**config.mk**
```make
export PLATFORM = sky130hd
export DESIGN_NAME = uart_bridge_rx_flat
export DESIGN_NICKNAME = d
export VERILOG_FILES = /design/src/rtl/uart_bridge_rx_pkg.sv /design/src/rtl/uart_bridge_rx_if.sv /design/src/rtl/uart_bridge_rx_hex_decode.sv /design/src/rtl/uart_bridge_rx.sv /design/src/flat_wrapper.sv
export SDC_FILE = /design/constraint.sdc
export NUM_CORES = 1
export LEC_CHECK = 0
export ABC_AREA = 1
export BUFFER_PORTS_ARGS = -buffer_cell sky130_fd_sc_hd__clkbuf_2
export CORE_ASPECT_RATIO = 1.4
export CORE_UTILIZATION = 50
export CTS_CLUSTER_SIZE = 20
export DETAILED_ROUTE_END_ITERATION = 8
export PLACE_DENSITY = 0.85
export SETUP_SLACK_MARGIN = 0.3
export SLEW_MARGIN = 20
export SYNTH_ARGS = -nofsm -noshare
export SYNTH_HDL_FRONTEND = slang
export SYNTH_SLANG_ARGS = --single-unit
```
**constraint.sdc**
```tcl
create_clock -name clk -period 2.2 [get_ports clk]
set_clock_uncertainty 0.2 [all_clocks]
set_input_delay 0.11 -clock clk [delete_from_list [all_inputs] [get_ports clk]]
set_output_delay 0.11 -clock clk [all_outputs]
set_load 0.005 [all_outputs]
```
**src/rtl/uart_bridge_rx_pkg.sv**
```systemverilog
// -----------------------------------------------------------------------------
// bridge_pkg
// Shared types and constants for the UART command-stream bridge.
//   - state_t       : parser states (IDLE, ADDR, DATA, TERM)
//   - CHAR_*        : ASCII codes of command letters and terminators
//   - BUS_ADDR_W/_W : width of the bus address and data fields
//   - is_term()     : true for CR or LF
// -----------------------------------------------------------------------------
package bridge_pkg;

  localparam int BUS_ADDR_W = 16;
  localparam int BUS_DATA_W = 16;

  localparam logic [7:0] CHAR_R    = 8'h52;
  localparam logic [7:0] CHAR_W    = 8'h57;
  localparam logic [7:0] CHAR_CR   = 8'h0D;
  localparam logic [7:0] CHAR_LF   = 8'h0A;
  localparam logic [7:0] CHAR_R_LC = 8'h72;
  localparam logic [7:0] CHAR_W_LC = 8'h77;

  typedef enum logic [1:0] {
    IDLE = 2'd0,
    ADDR = 2'd1,
    DATA = 2'd2,
    TERM = 2'd3
  } state_t;

  function automatic logic is_term(input logic [7:0] b);
    return (b == CHAR_CR) || (b == CHAR_LF);
  endfunction

endpackage

```
**src/rtl/uart_bridge_rx_if.sv**
```systemverilog
// -----------------------------------------------------------------------------
// uart_bridge_rx_if
// Byte input and bus-transaction output of the UART bridge.
//   data_i/valid_i                         : received byte stream
//   addr_o/data_o/rw_o/valid_o/error_o     : decoded transaction + error strobe
// Modports: master = byte source / bus sink, slave = the bridge itself.
// -----------------------------------------------------------------------------
interface uart_bridge_rx_if;
  import bridge_pkg::*;

  logic [7:0]            data_i;
  logic                  valid_i;
  logic [BUS_ADDR_W-1:0] addr_o;
  logic [BUS_DATA_W-1:0] data_o;
  logic                  rw_o;
  logic                  valid_o;
  logic                  error_o;

  modport master (
    output data_i, valid_i,
    input  addr_o, data_o, rw_o, valid_o, error_o
  );

  modport slave (
    input  data_i, valid_i,
    output addr_o, data_o, rw_o, valid_o, error_o
  );

endinterface

```
**src/rtl/uart_bridge_rx_hex_decode.sv**
```systemverilog
// -----------------------------------------------------------------------------
// hex_decode
// Combinational ASCII hex digit decoder.
//   i_byte   in  8  ASCII byte
//   o_nibble out 4  decoded value (0 when not a hex digit)
//   o_is_hex out 1  byte is an accepted hex digit
// Macro UART_BRIDGE_RX_LOWERCASE_EN: when defined, 'a'-'f' are also accepted.
// -----------------------------------------------------------------------------
module hex_decode (
  input  logic [7:0] i_byte,
  output logic [3:0] o_nibble,
  output logic       o_is_hex
);

  // Letters A-F (and a-f) have low nibble 1..6, so adding 9 yields 10..15.
  always_comb begin
    o_nibble = 4'h0;
    o_is_hex = 1'b0;
    if ((i_byte >= 8'h30) && (i_byte <= 8'h39)) begin
      o_nibble = i_byte[3:0];
      o_is_hex = 1'b1;
    end else if ((i_byte >= 8'h41) && (i_byte <= 8'h46)) begin
      o_nibble = i_byte[3:0] + 4'h9;
      o_is_hex = 1'b1;
`ifdef UART_BRIDGE_RX_LOWERCASE_EN
    end else if ((i_byte >= 8'h61) && (i_byte <= 8'h66)) begin
      o_nibble = i_byte[3:0] + 4'h9;
      o_is_hex = 1'b1;
`endif
    end else begin
      o_nibble = 4'h0;
      o_is_hex = 1'b0;
    end
  end

endmodule

```
**src/rtl/uart_bridge_rx.sv**
```systemverilog
// -----------------------------------------------------------------------------
// uart_bridge_rx
// Parses "R"+4 hex+CR/LF (read) and "W"+4 hex addr+4 hex data+CR/LF (write)
// into single-cycle bus transactions.
//   clk  in  bus clock
//   rst  in  asynchronous active-high reset
//   bus  slave modport of uart_bridge_rx_if (byte in, transaction out)
// Parameter TIMEOUT_CYCLES: idle cycles before a partial message is dropped
// (0 disables the timeout).
// Macro UART_BRIDGE_RX_LOWERCASE_EN: accept lowercase hex digits and r/w.
// -----------------------------------------------------------------------------
module uart_bridge_rx
  import bridge_pkg::*;
#(
  parameter int TIMEOUT_CYCLES = 0
) (
  input  logic              clk,
  input  logic              rst,
  uart_bridge_rx_if.slave   bus
);

  state_t                r_state, w_state_nxt;
  logic                  r_is_write, w_is_write_nxt;
  logic [3:0]            r_digit_cnt, w_digit_cnt_nxt;
  logic [31:0]           r_shift, w_shift_nxt;
  logic [31:0]           r_tmo_cnt, w_tmo_cnt_nxt;
  logic [BUS_ADDR_W-1:0] r_addr, w_addr_nxt;
  logic [BUS_DATA_W-1:0] r_data, w_data_nxt;
  logic                  r_rw, w_rw_nxt;
  logic                  r_valid, w_valid_nxt;
  logic                  r_error, w_error_nxt;

  logic [3:0]            w_nibble;
  logic                  w_is_hex;
  logic                  w_is_cmd_r;
  logic                  w_is_cmd_w;

  hex_decode u_hex_decode (
    .i_byte   (bus.data_i),
    .o_nibble (w_nibble),
    .o_is_hex (w_is_hex)
  );

`ifdef UART_BRIDGE_RX_LOWERCASE_EN
  assign w_is_cmd_r = (bus.data_i == CHAR_R) || (bus.data_i == CHAR_R_LC);
  assign w_is_cmd_w = (bus.data_i == CHAR_W) || (bus.data_i == CHAR_W_LC);
`else
  assign w_is_cmd_r = (bus.data_i == CHAR_R);
  assign w_is_cmd_w = (bus.data_i == CHAR_W);
`endif

  // Next-state, buffer, counters and output strobes.
  // The digit count runs 0..8 across address and data; after 4 digits the
  // address sits in shift[15:0] (read), after 8 it sits in shift[31:16] (write).
  always_comb begin
    w_state_nxt     = r_state;
    w_is_write_nxt  = r_is_write;
    w_digit_cnt_nxt = r_digit_cnt;
    w_shift_nxt     = r_shift;
    w_tmo_cnt_nxt   = r_tmo_cnt;
    w_addr_nxt      = r_addr;
    w_data_nxt      = r_data;
    w_rw_nxt        = r_rw;
    w_valid_nxt     = 1'b0;
    w_error_nxt     = 1'b0;

    if (bus.valid_i) begin
      // A byte always wins over a timeout expiring in the same cycle.
      w_tmo_cnt_nxt = 32'd0;
      if (w_is_cmd_r || w_is_cmd_w) begin
        // Command letter: start a new message; mid-message this is a resync.
        w_error_nxt     = (r_state != IDLE);
        w_state_nxt     = ADDR;
        w_is_write_nxt  = w_is_cmd_w;
        w_digit_cnt_nxt = 4'd0;
        w_shift_nxt     = 32'd0;
      end else begin
        case (r_state)
          IDLE: begin
            w_state_nxt = IDLE;
          end
          ADDR, DATA: begin
            if (w_is_hex) begin
              w_shift_nxt     = {r_shift[27:0], w_nibble};
              w_digit_cnt_nxt = r_digit_cnt + 4'd1;
              if ((r_state == ADDR) && (r_digit_cnt == 4'd3)) begin
                w_state_nxt = r_is_write ? DATA : TERM;
              end else if ((r_state == DATA) && (r_digit_cnt == 4'd7)) begin
                w_state_nxt = TERM;
              end else begin
                w_state_nxt = r_state;
              end
            end else begin
              w_error_nxt     = 1'b1;
              w_state_nxt     = IDLE;
              w_digit_cnt_nxt = 4'd0;
            end
          end
          TERM: begin
            if (is_term(bus.data_i)) begin
              w_valid_nxt = 1'b1;
              w_rw_nxt    = r_is_write;
              if (r_is_write) begin
                w_addr_nxt = r_shift[31:16];
                w_data_nxt = r_shift[15:0];
              end else begin
                w_addr_nxt = r_shift[15:0];
                w_data_nxt = 16'h0000;
              end
            end else begin
              w_error_nxt = 1'b1;
            end
            w_state_nxt     = IDLE;
            w_digit_cnt_nxt = 4'd0;
          end
          default: begin
            w_state_nxt     = IDLE;
            w_digit_cnt_nxt = 4'd0;
          end
        endcase
      end
    end else if ((TIMEOUT_CYCLES > 0) && (r_state != IDLE)) begin
      // Counter value N-1 on an idle cycle means this is the Nth idle cycle.
      if (r_tmo_cnt == 32'(TIMEOUT_CYCLES - 1)) begin
        w_error_nxt     = 1'b1;
        w_state_nxt     = IDLE;
        w_digit_cnt_nxt = 4'd0;
        w_tmo_cnt_nxt   = 32'd0;
      end else begin
        w_tmo_cnt_nxt = r_tmo_cnt + 32'd1;
      end
    end else begin
      w_tmo_cnt_nxt = 32'd0;
    end
  end

  // State and output registers.
  always_ff @(posedge clk or posedge rst) begin
    if (rst) begin
      r_state     <= IDLE;
      r_is_write  <= 1'b0;
      r_digit_cnt <= 4'd0;
      r_shift     <= 32'd0;
      r_tmo_cnt   <= 32'd0;
      r_addr      <= 16'h0000;
      r_data      <= 16'h0000;
      r_rw        <= 1'b0;
      r_valid     <= 1'b0;
      r_error     <= 1'b0;
    end else begin
      r_state     <= w_state_nxt;
      r_is_write  <= w_is_write_nxt;
      r_digit_cnt <= w_digit_cnt_nxt;
      r_shift     <= w_shift_nxt;
      r_tmo_cnt   <= w_tmo_cnt_nxt;
      r_addr      <= w_addr_nxt;
      r_data      <= w_data_nxt;
      r_rw        <= w_rw_nxt;
      r_valid     <= w_valid_nxt;
      r_error     <= w_error_nxt;
    end
  end

  assign bus.addr_o  = r_addr;
  assign bus.data_o  = r_data;
  assign bus.rw_o    = r_rw;
  assign bus.valid_o = r_valid;
  assign bus.error_o = r_error;

endmodule
```
**src/flat_wrapper.sv**
```systemverilog
// flat-port wrapper written by rule: the top's interface ports become plain ports
module uart_bridge_rx_flat import bridge_pkg::*;
#(
  parameter int TIMEOUT_CYCLES = 0
)
  (clk, rst, bus_data_i, bus_valid_i, bus_addr_o, bus_data_o, bus_rw_o, bus_valid_o, bus_error_o);
  uart_bridge_rx_if bus_i ();
  input  logic clk;
  input  logic rst;
  input wire logic [$bits(bus_i.data_i)-1:0] bus_data_i;
  input wire logic [$bits(bus_i.valid_i)-1:0] bus_valid_i;
  output wire logic [$bits(bus_i.addr_o)-1:0] bus_addr_o;
  output wire logic [$bits(bus_i.data_o)-1:0] bus_data_o;
  output wire logic [$bits(bus_i.rw_o)-1:0] bus_rw_o;
  output wire logic [$bits(bus_i.valid_o)-1:0] bus_valid_o;
  output wire logic [$bits(bus_i.error_o)-1:0] bus_error_o;
  assign bus_i.data_i = bus_data_i;
  assign bus_i.valid_i = bus_valid_i;
  assign bus_addr_o = bus_i.addr_o;
  assign bus_data_o = bus_i.data_o;
  assign bus_rw_o = bus_i.rw_o;
  assign bus_valid_o = bus_i.valid_o;
  assign bus_error_o = bus_i.error_o;
  uart_bridge_rx #(.TIMEOUT_CYCLES(TIMEOUT_CYCLES)) u_core (.clk(clk), .rst(rst), .bus(bus_i));
endmodule
```
* Word level (Yosys, flattened, before mapping)
Index checks and enable logic that the tools add are counted.
** Word-level totals
- Register bits after elaboration :: 74
- Bits of input ports :: 11
- Logic and storage cells :: 71
** Cells by class
- Bitwise gates (word level) :: 1
- Mux-type cells :: 27
- Reductions and logical operators :: 18
- Equality and inequality tests :: 10
- Add/subtract/negate cells :: 2
- $lt $le $gt $ge :: 4
** Operators by type and width (number)
- 2-to-1 mux 32 bit :: 3
- 2-to-1 mux 16 bit :: 2
- equality test 8 x 4 -> 1 bit, second input constant :: 2
- equality test 8 x 7 -> 1 bit, second input constant :: 2
- 2-to-1 mux 4 bit :: 4
- 2-to-1 mux 1 bit :: 11
- >= comparator 8 x 6 -> 1 bit, second input constant :: 1
- >= comparator 8 x 7 -> 1 bit, second input constant :: 1
- less-or-equal comparator 8 x 6 -> 1 bit, second input constant :: 1
- less-or-equal comparator 8 x 7 -> 1 bit, second input constant :: 1
- 2-to-1 mux 2 bit :: 4
- case mux 4 bit (2 select lines) :: 1
- AND reduction 2 bit :: 3
- nonzero test 2 bit :: 3
- != test 5 x 2 -> 1 bit, second input constant :: 1
- adder 4 x 1 -> 4 bit, second input constant :: 1
- adder 4 bit, second input constant :: 1
- equality test 2 bit, second input constant :: 2
- equality test 4 x 2 -> 1 bit, second input constant :: 1
- equality test 4 x 3 -> 1 bit, second input constant :: 1
- logical AND 1 bit :: 4
- case mux 2 bit (2 select lines) :: 1
- AND reduction 4 bit :: 1
- OR reduction 2 bit :: 2
- other kinds (7) :: 8

* Longest topological paths before layout
- Word-level depth :: 8
- Gate-level depth with buffers :: 15
- Gate-level depth less buffers :: 14

* Cells and area by module
Synthesis repeated with hierarchy kept, for this count alone.
** Second synthesis, totals
- Cells, all modules :: 454
- Area, all modules :: 3633.5 um^2
** By module, submodules not included
- uart_bridge_rx :: instances 1, cells each 417, area an instance 3427.0 um^2
- hex_decode :: instances 1, cells each 37, area an instance 206.4 um^2

* Least setup slack after synthesis
No wires, ideal clock.
- Path type :: flip-flop to flip-flop
- Start point :: reg u_core.r_state[0]
- End point :: reg u_core.r_shift[27]
- Stages on the path, launching flop included :: 9
- Data required time :: 1883 ps
- Path buffers :: 2
- Slack :: 597 ps
- Library setup time :: 117 ps
- Period minus slack after synthesis :: 1603 ps
- Data arrival time :: 1286 ps
- Cell sequence :: dfrtp_1 > inv_1 > ha_1 > nand3_4 > inv_2 > buf_6 > buf_12 > nand2_2 > nand2_1
** Between the ends
- Word-level cells in the longest chain between the ends :: 4
** RTL lines
- from (decl) :: RTL line uart_bridge_rx.sv:22 : state_t r_state, w_state_nxt;
- from (signal assigned) :: RTL line uart_bridge_rx.sv:151 : r_state <= w_state_nxt;
- equality test 2 bit / equality test 2 x 1 -> 1 bit (equally long branches) :: RTL line uart_bridge_rx.sv:78 : case (r_state)
- OR reduction 2 bit (*) :: RTL line uart_bridge_rx.sv:78
- nonzero test 2 bit (no source line) (*)
- AND reduction 3 bit (no source line) (*)
- to (signal assigned) :: RTL line uart_bridge_rx.sv:154 : r_shift <= w_shift_nxt;
- to (decl) :: RTL line uart_bridge_rx.sv:25 : logic [31:0] r_shift, w_shift_nxt;
Every way passes the cells marked *; elsewhere a longest branch is shown, timed or not.
A chain may end at the register's enable or synchronous reset.

* Worst setup path after layout
- Start point :: in bus_data_i[2]
- End point :: reg u_core.r_shift[5]
** Between the ends
- Word-level cells in the longest chain between the ends :: 6
** RTL lines
- from (decl) :: RTL line flat_wrapper.sv:10 : input wire logic [$bits(bus_i.data_i)-1:0] bus_data_i;
- >= comparator 8 x 7 -> 1 bit / less-or-equal comparator 8 x 7 -> 1 bit (equally long branches) :: RTL line uart_bridge_rx_hex_decode.sv:22 : end else if ((i_byte >= 8'h41) && (i_byte <= 8'h46)) begin
- logical AND 1 bit :: RTL line uart_bridge_rx_hex_decode.sv:22
- 2-to-1 mux 1 bit :: RTL line uart_bridge_rx_hex_decode.sv:22
- 2-to-1 mux 1 bit :: RTL line uart_bridge_rx_hex_decode.sv:19 : if ((i_byte >= 8'h30) && (i_byte <= 8'h39)) begin
- nonzero test 2 bit (no source line)
- AND reduction 3 bit (no source line)
Several ways; a longest one is shown, not always the timed one.

==> results.yml <==
yosys:
  synth_xor_area_share_pct: 0.749
  synth.area.mux_share_pct: 0.285
  synth_warnings: 0
  syn-mean-instance-area_um2: 8.72
  syn_nets: 422
  ys_seq_area_share_pct: 52.8
  synthAdderAreaFrac_pct: 3.21
  synth_top_family_by_area: "simple AND/OR/NAND/NOR gates"
  ys_ff_latch: 74
  synth_cell_types: 27
  synth-compound-area-share_pct: 13.3
  syn_inst: 402
  synth_area_um2: 3510
  post_synth_and_or_nand_nor_area_fraction_pct: 22.2
placement:
  place.gp.congestion: 0.890
  portBuffers: 45
  post-dp-hpwl_um: 5450
  placed_cell_area_um2: 3810
  placedCellCount: 528
grt:
  overflow: 0
  grt.total_usage_pct: 23.5
  grt_pass1_wl_um: 12900
  grt_max_degree: 59
  antenna_found_initial: 0
  grt_pass1_vias: 2862
drt:
  num_vias: 2949
  drtIter0Drc: 196
  wl_per_cell_um: 14.7
  detail-route-antenna-nets: 0
  drc: 0
  first_pass_iters: 5
  via_per_inst: 5.29
  drt_wl_total_um: 8170
floorplanning:
  die_area_um2: 7360
  initial_utilization_pct: 52.3
  die_y_um: 101
  rows: 35
  core-area_um2: 6700
  num_io_pins: 46
  chipWidth_um: 72.8
finish:
  drive_gt1_share_pct: 23.4
  multiInputGateArea_um2: 1440
  diodes: 0
  post-route-cell-area_um2: 4200
  fin_nets: 482
  seq_area_um2: 1850
  instances_no_fill: 557
  area_delta_synth_final_pct: 19.8
  fillerInstances: 561
timing:
  layout_min_cycle_time_ps: 1800
  max_freq_mhz: 556
  tns_ps: 0
  setup_viol: 0
  slew_headroom_pct: 71.3
  drv_slew: 0
  period_share_pct: 81.8
  rsz0062_at_grt: "no"
  final-hold-violation-count: 0
  worst_slew_pin_slew_ps: 430
setup_path:
  critPathCaptureType: "flop"
  cp-start-kind: "input pin"
  worstPathMaxFanout: 8
  critPathKind: "input pin to flop"
  worstPathRequired_ps: 2220
  critical_path_arrival_ps: 1820
clocking:
  cts_tree: "built"
  clk_pin_slew_ps: 70
  numCtsBuffers: 9
  clock_latency_ps: 350
  clockRootBuffer: "clkbuf_8"
  cts_sinks: 74
  h-tree-depth: 3
  cts_max_path_buffers: 2
worst_hold_path:
  holdCritPathClass: "input pin to flop"
power:
  ir_worst_vdd_v: 0.000507
  powerDensity_nw_per_um2: 641
  leakage_nw: 2.25
  p_total_mw: 2.69
job:
  maxCapViolations: 0
status:
  status: "finished clean"
## power by group
part	internal, mW	leakage (nW)	switching (mW)
Combinational	0.0855	1.18	0.190
Clock	0.505	0.0918	0.470
Sequential	1.41	0.975	0.0326
Total	2.00	2.25	0.692
## cells in the mapped netlist, drive strengths merged
cell / n / area [um2]
buf: 11 / 98.8
nand3: 9 / 57.6
clkbuf: 6 / 22.5
mux2i: 1 / 10.0
nor3: 3 / 26.3
nand2: 107 / 474
o31ai: 1 / 7.51
a21oi: 37 / 185
ha: 9 / 113
o211ai: 1 / 12.5
dfrtp: 74 / 1850
nor2: 48 / 206
xor2: 3 / 26.3
inv: 38 / 143
o21ai: 52 / 260
nand4: 2 / 12.5
## routing by layer
metal  GRT usage (%)  part of all wire, %  vias up
li1                -                    -     1404
met1            26.8                   38     1419
met2            40.0                   54      103
met3            4.70                  4.5       23
met4            14.8                  3.7        0
met5               0                    0        -
## cell type report
cell class | instances | share of cell area (%)
Clock inverter | 4 | 1.07
Tap cell | 92 | 2.74
Inverter | 38 | 3.66
Multi-Input combinational cell | 275 | 34.2
Sequential cell | 74 | 44.1
Clock buffer | 10 | 3.04
Timing Repair Buffer | 64 | 11.3
## metrics by stage
step	worst slack [ps]	hold slack [ps]	utilization [%]
after CTS	334	24.5	60.5
after detailed placement	338	-79.7	56.9
after global placement	375	-86.5	56.9
after floorplan	597	105	-
final	400	45.3	62.7
after global routing	313	110	62.7
## flip-flops by register name, indices dropped and copies added (netlist names)
signal,cells
u_core.r_is_write,1
u_core.bus.valid_o,1
u_core.bus.addr_o,16
u_core.bus.error_o,1
u_core.bus.rw_o,1
u_core.bus.data_o,16
u_core.r_state,2
u_core.r_shift,32
u_core.r_digit_cnt,4
## cell usage in the layout (no fill, tap or decap), types with 2 or more instances in the layout
cell type and count:
inv_1 33, nor2_1 43, dlygate4sd3_1 6, buf_12 3
nand2_4 8, nand4_1 2, a21oi_1 37, o21ai_1 16
nand3_1 8, clkinv_2 3, nor3_1 2, o21ai_0 36
clkbuf_8 9, xor2_1 3, nand2_2 18, clkbuf_2 43
inv_2 2, buf_6 2, buf_4 7, ha_1 9
clkbuf_16 2, nand2_1 83, dfrtp_1 74, nor2_2 3
## path summary, 6_finish.rpt
check                      cells past startpoint                    end  slack [ps]          startpoint
setup / recovery                              12      u_core.r_shift[5]         400       bus_data_i[2]
hold / removal                                 6      u_core.r_shift[0]          50       bus_data_i[0]
setup reg to reg                               7      u_core.r_shift[5]         490   u_core.r_state[0]
hold reg to reg                                2     u_core.r_shift[30]         280  u_core.r_shift[30]
max in group asynchronous                      4  u_core.bus.data_o[15]        1100                 rst
min in group asynchronous                      3  u_core.bus.addr_o[14]          90                 rst
## cell families (layout without fill, tap and decap cells)
logic type,Yosys count,count (layout)
AND/OR/NAND/NOR,169,171
adder cells (fa/ha/maj),9,9
multiplexers,1,1
buffers and inverters,55,116
XOR/XNOR,3,3
AO/OA/AOI/OAI,91,91
flip-flops,74,74
## worst max-delay path, cell delays in order
cell	delay, ps
dlygate4sd3_1	530
clkbuf_2	200
inv_2	60
o21ai_1	90
nand2_1	70
nand2_1	170
nand2_4	120
nand3_4	110
inv_6	70
buf_12	130
nand2_1	60
o21ai_0	100
## what timing repair did
action / in CTS / in global routing
endpoints found under the hold margin: 79 / 0
setup buffers: 0 / 3
hold buffers: 7 / 0
gates resized for setup: 0 / 22
setup endpoints to repair: 0 / 60
Power figures use the tool's default switching activity.
